## src/rtl/dmem_arb_pkg.sv

```systemverilog
// rtl/dmem_arb_pkg.sv - shared state encodings and defaults for the data-memory arbiter
package dmem_arb_pkg;

  typedef enum logic [1:0] {
    IDLE  = 2'd0,
    BURST = 2'd1,
    DONE  = 2'd2
  } arb_state_t;

  localparam int DEFAULT_MAX_WAIT = 4;
  // Wide enough for any MAX_WAIT in 1..15.
  localparam int WAIT_WIDTH = 4;

endpackage

```

## src/rtl/dmem_starve_counter.sv

```systemverilog
// rtl/dmem_starve_counter.sv - saturating count of consecutive cycles the loader was denied
module dmem_starve_counter
  import dmem_arb_pkg::*;
#(
  parameter int MAX_WAIT = DEFAULT_MAX_WAIT
) (
  input  logic clk,
  input  logic rst,
  input  logic clear,
  input  logic inc,
  output logic at_max
);

  localparam logic [WAIT_WIDTH-1:0] MAX_CNT = WAIT_WIDTH'(MAX_WAIT);

  logic [WAIT_WIDTH-1:0] count;

  always_ff @(posedge clk) begin
    if (rst || clear) begin
      count <= '0;
    end else if (inc && (count != MAX_CNT)) begin
      count <= count + WAIT_WIDTH'(1);
    end
  end

  assign at_max = (count == MAX_CNT);

endmodule

```

## src/rtl/dmem_arbiter.sv

```systemverilog
// rtl/dmem_arbiter.sv - shares the data memory between the MEM stage and a burst loader
module dmem_arbiter
  import dmem_arb_pkg::*;
#(
  parameter int DATA_WIDTH = 32,
  parameter int ADDR_WIDTH = 32,
  parameter int DEPTH      = 32,
  parameter int LEN_WIDTH  = 8,
  parameter int MAX_WAIT   = DEFAULT_MAX_WAIT
) (
  input  logic                  clk,
  input  logic                  rst,
  input  logic                  cpu_req,
  input  logic                  cpu_we,
  input  logic [ADDR_WIDTH-1:0] cpu_addr,
  input  logic [DATA_WIDTH-1:0] cpu_wdata,
  output logic [DATA_WIDTH-1:0] cpu_rdata,
  output logic                  cpu_stall,
  input  logic                  ld_valid,
  input  logic                  ld_we,
  input  logic [ADDR_WIDTH-1:0] ld_base,
  input  logic [LEN_WIDTH-1:0]  ld_len,
  input  logic [DATA_WIDTH-1:0] ld_wdata,
  output logic                  ld_ready,
  output logic                  ld_rvalid,
  output logic [DATA_WIDTH-1:0] ld_rdata,
  output logic                  ld_busy,
  output logic                  ld_done,
  output logic [ADDR_WIDTH-1:0] mem_addr,
  output logic [DATA_WIDTH-1:0] mem_data,
  output logic                  mem_we,
  input  logic [DATA_WIDTH-1:0] mem_rdata
);

  localparam logic [ADDR_WIDTH-1:0] LAST_ADDR = ADDR_WIDTH'(DEPTH - 1);

  arb_state_t            state;
  logic [ADDR_WIDTH-1:0] ld_addr;
  logic [LEN_WIDTH-1:0]  beats_left;
  logic                  burst_we;
  logic                  in_burst;
  logic                  at_max;
  logic                  loader_gnt;

  assign in_burst = (state == BURST);
  // A beat coinciding with rst is dropped so an abandoned burst writes nothing further.
  assign loader_gnt = in_burst && !rst && (!cpu_req || at_max);

  dmem_starve_counter #(
    .MAX_WAIT(MAX_WAIT)
  ) u_starve (
    .clk   (clk),
    .rst   (rst),
    .clear (loader_gnt || !in_burst),
    .inc   (in_burst && cpu_req && !loader_gnt),
    .at_max(at_max)
  );

  always_comb begin
    if (loader_gnt) begin
      mem_addr = ld_addr;
      mem_we   = burst_we;
      mem_data = ld_wdata;
    end else begin
      mem_addr = cpu_addr;
      mem_we   = cpu_req & cpu_we;
      mem_data = cpu_wdata;
    end
  end

  assign cpu_rdata = mem_rdata;
  assign cpu_stall = loader_gnt && cpu_req;
  assign ld_ready  = loader_gnt && burst_we;
  assign ld_rvalid = loader_gnt && !burst_we;
  assign ld_rdata  = mem_rdata;
  assign ld_busy   = (state != IDLE);
  assign ld_done   = (state == DONE);

  always_ff @(posedge clk) begin
    if (rst) begin
      state      <= IDLE;
      ld_addr    <= '0;
      beats_left <= '0;
      burst_we   <= 1'b0;
    end else begin
      case (state)
        IDLE: begin
          if (ld_valid) begin
            ld_addr    <= ld_base;
            beats_left <= ld_len;
            burst_we   <= ld_we;
            state      <= (ld_len == '0) ? DONE : BURST;
          end
        end
        BURST: begin
          if (loader_gnt) begin
            ld_addr    <= (ld_addr == LAST_ADDR) ? '0 : ld_addr + ADDR_WIDTH'(1);
            beats_left <= beats_left - LEN_WIDTH'(1);
            if (beats_left == LEN_WIDTH'(1)) begin
              state <= DONE;
            end
          end
        end
        DONE:    state <= IDLE;
        default: state <= IDLE;
      endcase
    end
  end

endmodule

```

## config.mk

```make
export PLATFORM = sky130hd
export DESIGN_NAME = dmem_arbiter
export DESIGN_NICKNAME = d
export VERILOG_FILES = /design/src/rtl/dmem_arb_pkg.sv /design/src/rtl/dmem_starve_counter.sv /design/src/rtl/dmem_arbiter.sv
export SDC_FILE = /design/constraint.sdc
export NUM_CORES = 1
export LEC_CHECK = 0
export BUFFER_PORTS_ARGS = -buffer_cell sky130_fd_sc_hd__buf_2
export CELL_PAD_IN_SITES_DETAIL_PLACEMENT = 1
export CELL_PAD_IN_SITES_GLOBAL_PLACEMENT = 2
export CORE_ASPECT_RATIO = 1.4
export CORE_MARGIN = 1
export CORE_UTILIZATION = 19
export CTS_CLUSTER_DIAMETER = 40
export DETAILED_ROUTE_END_ITERATION = 7
export GPL_TIMING_DRIVEN = 0
export PLACE_DENSITY = 0.91
export SLEW_MARGIN = 20
export SYNTH_ARGS = -nofsm -noshare
export SYNTH_HDL_FRONTEND = slang
export SYNTH_SLANG_ARGS = --single-unit
```

## constraint.sdc

```tcl
create_clock -name clk -period 2.45 [get_ports clk]
set_input_delay 0.49 -clock clk [delete_from_list [all_inputs] [get_ports clk]]
set_output_delay 0.49 -clock clk [all_outputs]
set_load 0.02 [all_outputs]
```

# Word level (Yosys, flattened, before mapping)
# Index checks and enable logic that the tools add are counted.
[totals]
ff_bits = 47
in_bits = 174
output_inout_bits = 134
wordCells = 56
[classes]
add_sub_neg = 3
n_eq_ne = 9
muxes = 15
bitwise_logic = 1
n_reduce_logical = 23
[ops]
columns = ["operator", "n"]
rows = [
  ["two-way mux 32 bit", 5],
  ["one-hot mux 32 bit (2 select lines)", 1],
  ["adder 32 x 1 -> 32 bit, second input constant", 1],
  ["equality test 32 x 5 -> 1 bit, second input constant", 1],
  ["two-way mux 8 bit", 2],
  ["one-hot mux 8 bit (2 select lines)", 1],
  ["equality test 8 x 1 -> 1 bit, second input constant", 1],
  ["logical AND 1 bit", 8],
  ["logical NOT 8 bit", 1],
  ["two-way mux 2 bit", 4],
  ["subtractor 8 x 1 -> 8 bit, second input constant", 1],
  ["AND reduction 3 bit", 2],
  ["logical NOT 1 bit", 5],
  ["adder 4 x 1 -> 4 bit, second input constant", 1],
  ["equality test 4 x 3 -> 1 bit, second input constant", 1],
  ["inequality test 2 x 1 -> 1 bit, second input constant", 2],
  ["inequality test 4 x 3 -> 1 bit, second input constant", 1],
  ["one-hot mux 2 bit (2 select lines)", 1],
  ["nonzero test 2 bit", 2],
  ["logical OR 1 bit", 3],
  ["equality test 2 x 1 -> 1 bit, second input constant", 1],
  ["equality test 2 bit, second input constant", 1],
  ["logical NOT 2 bit", 1],
  ["inequality test 2 bit, second input constant", 1],
  ["3 further kinds", 3],
]

# Depth between registers and ports, before layout
# Gate-level depths: netlist (run 1).
[logic_depth]
depth_word = 6
ltp_mapped = 10
ltp_nobuf = 8

# By module
# A second synthesis (run 1) with hierarchy kept.
[unflattened]
hier_cells = 546
hier_area_um2 = 4239.1
[by_module_without_submodules]
columns = ["module", "n_inst", "cells_per_inst", "area_each_um2"]
rows = [
  ["dmem_arbiter", 1, 521, 4010.1],
  ["dmem_starve_counter", 1, 25, 229.0],
]

# Worst setup path after synthesis (run 1)
# OpenSTA, ideal clock, no wires.
[synth_timing]
kind = "register to output"
from = "register u_starve.count[0]"
to = "output port mem_addr[9]"
t_arrival_ns = 1.990
required_ns = 1.960
path_slack_ns = -0.030
path_stages_with_launch = 9
path_buffers = 1
cell_sequence = "dfxtp_1 inv_1 ha_1 nand3b_1 a211o_1 a21oi_4 nand2_1 clkbuf_1 o21ai_0"
[synth_between]
elab_chain_len = 4
[synth_lines]
columns = ["item", "line", "rtl"]
rows = [
  ["start, declared", "dmem_starve_counter.sv:16", "logic [WAIT_WIDTH-1:0] count;"],
  ["start signal, assigned", "dmem_starve_counter.sv:22", "count <= count + WAIT_WIDTH'(1);"],
  ["equality test 4 x 3 -> 1 bit", "dmem_starve_counter.sv:26", "assign at_max = (count == MAX_CNT);"],
  ["logical OR 1 bit", "dmem_arbiter.sv:47", "assign loader_gnt = in_burst && !rst && (!cpu_req || at_max);"],
  ["logical AND 1 bit", "dmem_arbiter.sv:47", ""],
  ["two-way mux 32 bit", "dmem_arbiter.sv:60", "if (loader_gnt) begin"],
  ["end, declared", "dmem_arbiter.sv:29", "output logic [ADDR_WIDTH-1:0] mem_addr,"],
]
# No other way between the ends.

# Final worst setup path (run 1)
[layout_timing]
from = "register u_starve.count[1]"
to = "output port mem_addr[18]"
# Same word-level chain as after synthesis.

==> results of run 1 <==
==> layout make-up <==
class                           instances  area, um^2  area share
Multi-Input combinational cell        507        3210       0.411
Sequential cell                        47         953       0.122
Tap cell                              297         372      0.0476
Clock inverter                          1        5.00    0.000641
Clock buffer                            6         139      0.0178
Inverter                               11        41.3     0.00529
Timing Repair Buffer                  307        2150       0.276
Buffer                                108         933       0.120
==> timing repair <==
item / in CTS / in global routing
setup endpoints to repair: 90 / 86
pin swaps: 71 / 31
gates resized for setup: 276 / 128
gates cloned: 6 / 1
setup buffers: 17 / 9
hold endpoints to repair: 0 / 0
==> final timing paths <==
check                               endpoint  slack [ns]  cells after the start
setup / recovery                mem_addr[18]       -0.26                     11
setup reg to reg    ld_addr[28]$_SDFFE_PP0P_        0.08                      8
hold reg to reg   beats_left[6]$_SDFFE_PP0P_        0.50                      2
hold / removal      ld_addr[30]$_SDFFE_PP0P_        0.44                      2
==> sequential cells by signal (all words and copies together), names as in the netlist <==
name,count
ld_addr,32
u_starve.count,4
state,2
burst_we,1
beats_left,8
==> stage by stage <==
stage                     area, um^2  utilization
after global placement          6030        0.274
after CTS                       7310        0.332
final                           7810        0.354
after detailed placement        6030        0.274
after floorplan                 4290            -
after global routing            7810        0.354
==> worst register-to-register path, stage by stage, from the launching register on <==
cell and delay [ns]:
dfxtp_2 0.41, ha_2 0.22, and4_4 0.30, nand4_1 0.23, buf_4 0.22, nor4_4 0.34, nor4bb_4 0.34, o21ai_1 0.09
a21oi_1 0.15
==> power groups by stage <==
stage	clock, mW	combinational, mW	sequential (mW)
after floorplan	0	0.881	0.939
after global placement	0	1.40	0.981
after detailed placement	0	1.42	0.983
after CTS	0.736	1.73	0.970
after global routing	0.769	2.00	0.992
final	0.725	1.88	0.980
==> cells in the mapped netlist (all sizes together) (2+ instances only) <==
cell,instances,area [um^2]
a22oi,4,30.0
and2,7,45.1
o31ai,6,45.0
nand2,241,905
nor4,14,118
buf,73,551
clkbuf,35,151
dfxtp,47,941
a211o,2,17.5
a31oi,9,56.3
a21o,3,22.5
and3,6,37.5
nand2b,3,18.8
a211oi,11,82.6
or4,3,26.3
nor2,36,135
or3,3,18.8
o41ai,7,61.3
a32o,6,60.1
a221oi,4,35.0
and4,5,45.0
ha,5,62.6
nor3,8,40.0
inv,11,41.3
a21oi,35,186
nand3,23,133
nand4,10,68.8
o21ai,38,194
a2bb2oi,2,17.5
o2bb2ai,2,17.5
==> routing by layer <==
layer  track usage  routed length, um
met1         0.203               8660
met3        0.0765               2700
met2         0.396              13200
met4        0.0758                994
met5             0                 13
==> kinds of logic after synthesis <==
family,synth area share
AND/OR/NAND/NOR,0.384
AO/OA/AOI/OAI,0.202
buffers and inverters,0.176
flip-flops,0.219
adder cells (fa/ha/maj),0.0146
XOR/XNOR,0.00409
==> flow_summary.toml, run 1 <==
[clock_tree]
tritoncts = "built"
clock_sinks = 47
cts_root_buf = "clkbuf_16"
clk_path_buf_depth = 2
clk_latency_ns = 0.30
cts_max_level = 2
cts_hold_buf = 0
clkTransAtPathRegs_ns = 0.07
cts_made_buffers = 5

[global_route]
antenna_found_initial = 1
grt_max_degree = 14
grt_pass1_vias = 6218
grt-ovfl-total = 0
grtUsageTotal = 0.209
grt_pass1_wl_um = 36100

[cells_and_area]
layoutNonFillerInstCount = 1284
mostFrequentLayoutCells = "211 x buf_2, 127 x nand2_1, 92 x buf_4"
syn_to_final_growth_pct = 82.1
drive_above_1_share = 0.569
fill_cells = 2733
antennaDiodeCount = 0
fin_nets = 1166
layout_commonest_cell = "buf_2"

[sta]
max_slew_margin = 0.454
drv_slew = 0
setup_ws_ns = -0.261
fin_crit_ns = 2.71
finalSetupViolCount = 67
fin_crit_sh = 1.11
tightest_slew_ns = 0.818
holdWs_ns = 0.444
clock.fmax_ghz = 0.369
fin_setup_tns_ns = -13.53
finalClockSkew_ns = 0.00814
final-hold-violation-count = 0
rsz0062_at_grt = "true"

[yosys]
yosysWarnings = 0
ys.flop_type = "dfxtp_1"
synth_cells = 674
ys_seq_elements = 47
synth_area_um2 = 4290
synth_cell_type_count = 59
avgSynthCellArea_um2 = 6.36
synthArstFlopShare = 0
synth_edf_count = 0
syn_nets = 853
ys_seq_area_frac = 0.219

[run_status]
failed_checks = "negative setup slack"
outcome = "finished, violations left"

[placed_design]
dp_cells = 1245
hpwl_um = 19500
post-place-ws_ns = -0.932
portBuffers = 274
gp_congestion = 0.862

[detailed_routing]
drc = 0
drt-initial-drc-count = 263
routed_via_density = 4.74
routed_wirelength_um = 25500
drt-wirelength-per-cell_um = 19.9
drtPass1Iterations = 5
vias = 6081
final_antenna_net_count = 0

[power]
internal-power_mw = 2.07
combinationalPowerShare = 0.524
vdd_drop_max_mv = 0.263
power.total_mw = 3.58
clockPowerShare = 0.202
swShare = 0.421
leakagePower_nw = 3.73
p_sw_mw = 1.51
p_seq_frac = 0.274
p_per_area_nw_per_um2 = 459

[critical_path]
critPathMaxStageDelay_ns = 0.37
slowest_stage = "a211o_1"
critPathCaptureType = "output port"
crit_chain = "inv_2 -> ha_4 -> nand3b_1 -> a211o_1 -> a21oi_4 -> nand2_4 -> clkbuf_16 -> clkbuf_16 -> nand2_2 -> nand2_2 -> buf_6"
arrival_ns = 2.22
cp-startpoint = "u_starve.count[1]$_SDFFE_PP0P_"
required_ns = 1.96
crit_family = "compound AO/OA/AOI/OAI gates"
critPathBufInv = 4
r2r_start = "ld_addr[0]$_SDFFE_PP0P_"
crit_type = "reg2out"
startpoint_type = "register"
path_max_fanout = 6

[floorplan]
die-area_um2 = 23200
rows = 64
core-area_um2 = 22000
io_pins = 308
dieWidth_um = 129
die_h_um = 180
start_util = 0.195

[min_path]
min_path_type = "in2reg"
min-delay-start = "rst"

[job]
max_cap_viol_count = 0
Note: power is estimated with default switching activity, not from simulation.
==> run 2, diff against run 1 <==
Settings changed: BUFFER_PORTS_ARGS -buffer_cell sky130_fd_sc_hd__buf_2 to default, CORE_MARGIN 1 to default, CORE_UTILIZATION 19 to 30, DONT_BUFFER_PORTS from default to 1, SKIP_LAST_GASP from default to 1.
==> flow_summary.toml, run 2 (synthesis gave the netlist of run 1 again) <==
[detailed_routing]
drc = 0
vias = 5223
final_antenna_net_count = 0
routed_wirelength_um = 23000
drt-initial-drc-count = 308
drt-wirelength-per-cell_um = 25.7
routed_via_density = 5.84
drtPass1Iterations = 5

[sta]
drv_slew = 0
clock.fmax_ghz = 0.368
final-hold-violation-count = 0
finalClockSkew_ns = 0.00512
finalSetupViolCount = 67
fin_crit_sh = 1.11
holdWs_ns = 0.338
setup_ws_ns = -0.266
rsz0062_at_grt = "true"
max_slew_margin = 0.500
tightest_slew_ns = 0.750
fin_crit_ns = 2.72

[cells_and_area]
layout_commonest_cell = "nand2_1"
largest_reg_flops = 32
reg_top3 = "ld_addr: 32 flops, beats_left: 8 flops, u_starve.count: 4 flops"
top_register = "ld_addr"
seqCellArea_um2 = 946
multi_input_area_um2 = 3440
mostFrequentLayoutCells = "123 x nand2_1, 89 x buf_4, 81 x nand2_4"
syn_to_final_growth_pct = 40.4
fin_nets = 888
antennaDiodeCount = 0
drive_above_1_share = 0.391
fill_cells = 1693
layoutNonFillerInstCount = 894

[floorplan]
die_h_um = 143
core-area_um2 = 13900
dieWidth_um = 103
rows = 51
die-area_um2 = 14800
io_pins = 308
start_util = 0.308

[clock_tree]
clk_latency_ns = 0.30
clkTransAtPathRegs_ns = 0.07
clk_path_buf_depth = 2
cts_hold_buf = 0
clock_sinks = 47
cts_max_level = 2
tritoncts = "built"
cts_root_buf = "clkbuf_16"
cts_made_buffers = 5

[critical_path]
slowest_stage = "a211o_1"
r2r_end = "ld_addr[21]$_SDFFE_PP0P_"
crit_family = "compound AO/OA/AOI/OAI gates"
critPathMaxStageDelay_ns = 0.38
required_ns = 1.96
r2r_start = "u_starve.count[1]$_SDFFE_PP0P_"
critPathCaptureType = "output port"
path_max_fanout = 8
startpoint_type = "register"
critPathBufInv = 3
crit_chain = "inv_2 -> ha_4 -> nand3b_1 -> a211o_1 -> a21oi_4 -> nand2_4 -> clkbuf_16 -> buf_12 -> a31o_4"
ff2ff_path_depth = 11
cp.depth = 9
reg2reg_slack_ns = 0.01
crit_type = "reg2out"
arrival_ns = 2.23

[global_route]
grt_util_met2 = 0.511
grt_use_met1 = 0.302
grt_pass1_wl_um = 31100
grt_pass1_vias = 5263
grt.met3_usage = 0.101
grt_max_degree = 14
grt-ovfl-total = 0
top_usage_layer = "met2"
antenna_found_initial = 0
grtUsageTotal = 0.290

[placed_design]
portBuffers = 0
dp_cells = 859
gp_congestion = 0.902
hpwl_um = 16900

[min_path]
min-delay-start = "ld_we"
min_path_type = "in2reg"
whs_endpoint = "burst_we$_SDFFE_PP0P_"
hold_depth = 2

[run_status]
failed_checks = "negative setup slack"
outcome = "finished, violations left"

[power]
leakagePower_nw = 2.47
vdd_drop_max_mv = 0.304
p_per_area_nw_per_um2 = 548

[job]
max_cap_viol_count = 0
## run 2: cell types whose count changed in the layout (fill, tap and decap cells not counted), sizes merged
cell | before | now
buf | 378 | 103
clkinv | 1 | 0
bufinv | 0 | 1
clkbuf | 42 | 39
## run 2: how the worst max path moves through the flow
stage	startpoint	to
final	u_starve.count[1]$_SDFFE_PP0P_	mem_we
after detailed placement	u_starve.count[0]$_SDFFE_PP0P_	mem_addr[14]
after global placement	u_starve.count[0]$_SDFFE_PP0P_	mem_addr[14]
after global routing	u_starve.count[1]$_SDFFE_PP0P_	mem_we
after CTS	u_starve.count[1]$_SDFFE_PP0P_	mem_we
after floorplan	u_starve.count[0]$_SDFFE_PP0P_	mem_addr[10]
## run 2: worst reg2reg max path, delay by kind of cell, from the launching register on
family,cells,cell delay (ns)
compound gates,3,0.77
buf+inv,4,0.55
fa+ha+maj,1,0.12
flops,1,0.32
simple gates,3,0.59
## run 2: timing repair
item | 4_1_cts | 5_1_grt
setup endpoints to repair | 94 | 90
pin swaps | 80 | 29
buffers inserted | 14 | 8
gates resized for setup | 229 | 74
cloned | 4 | 3
## run 2: through the flow
stage / setup slack, ns / TNS [ns] / util / total power, mW / instance area, um^2
after floorplan: 0.0488 / 0 / - / 1.82 / 4290
after global placement: -0.892 / -53.41 / 0.325 / 2.12 / 4520
after detailed placement: -1.02 / -60.32 / 0.325 / 2.15 / 4520
after CTS: -0.247 / -12.66 / 0.409 / 3.18 / 5690
after global routing: -0.307 / -16.45 / 0.433 / 3.42 / 6020
final: -0.266 / -12.92 / 0.433 / 3.30 / 6020
## run 2: final cells by class
| type | count | area share |
|---|---|---|
| Timing Repair Buffer | 29 | 0.0576 |
| Sequential cell | 47 | 0.157 |
| Inverter | 11 | 0.00686 |
| Multi-Input combinational cell | 507 | 0.571 |
| Clock inverter | 1 | 0.00499 |
| Clock buffer | 6 | 0.0214 |
| Tap cell | 185 | 0.0384 |
| Buffer | 108 | 0.143 |
## run 2: report_power, final
group / total [mW] / internal, mW / leakage (nW) / switching [mW]
combinational: 1.52 / 0.533 / 2.01 / 0.985
clock: 0.799 / 0.478 / 0.0769 / 0.322
sequential: 0.979 / 0.850 / 0.387 / 0.129
## run 2: layer usage
layer	up-vias	wire [um]
li1	2328	-
met1	2533	7910
met2	306	11800
met3	56	2320
met4	0	953
met5	-	0
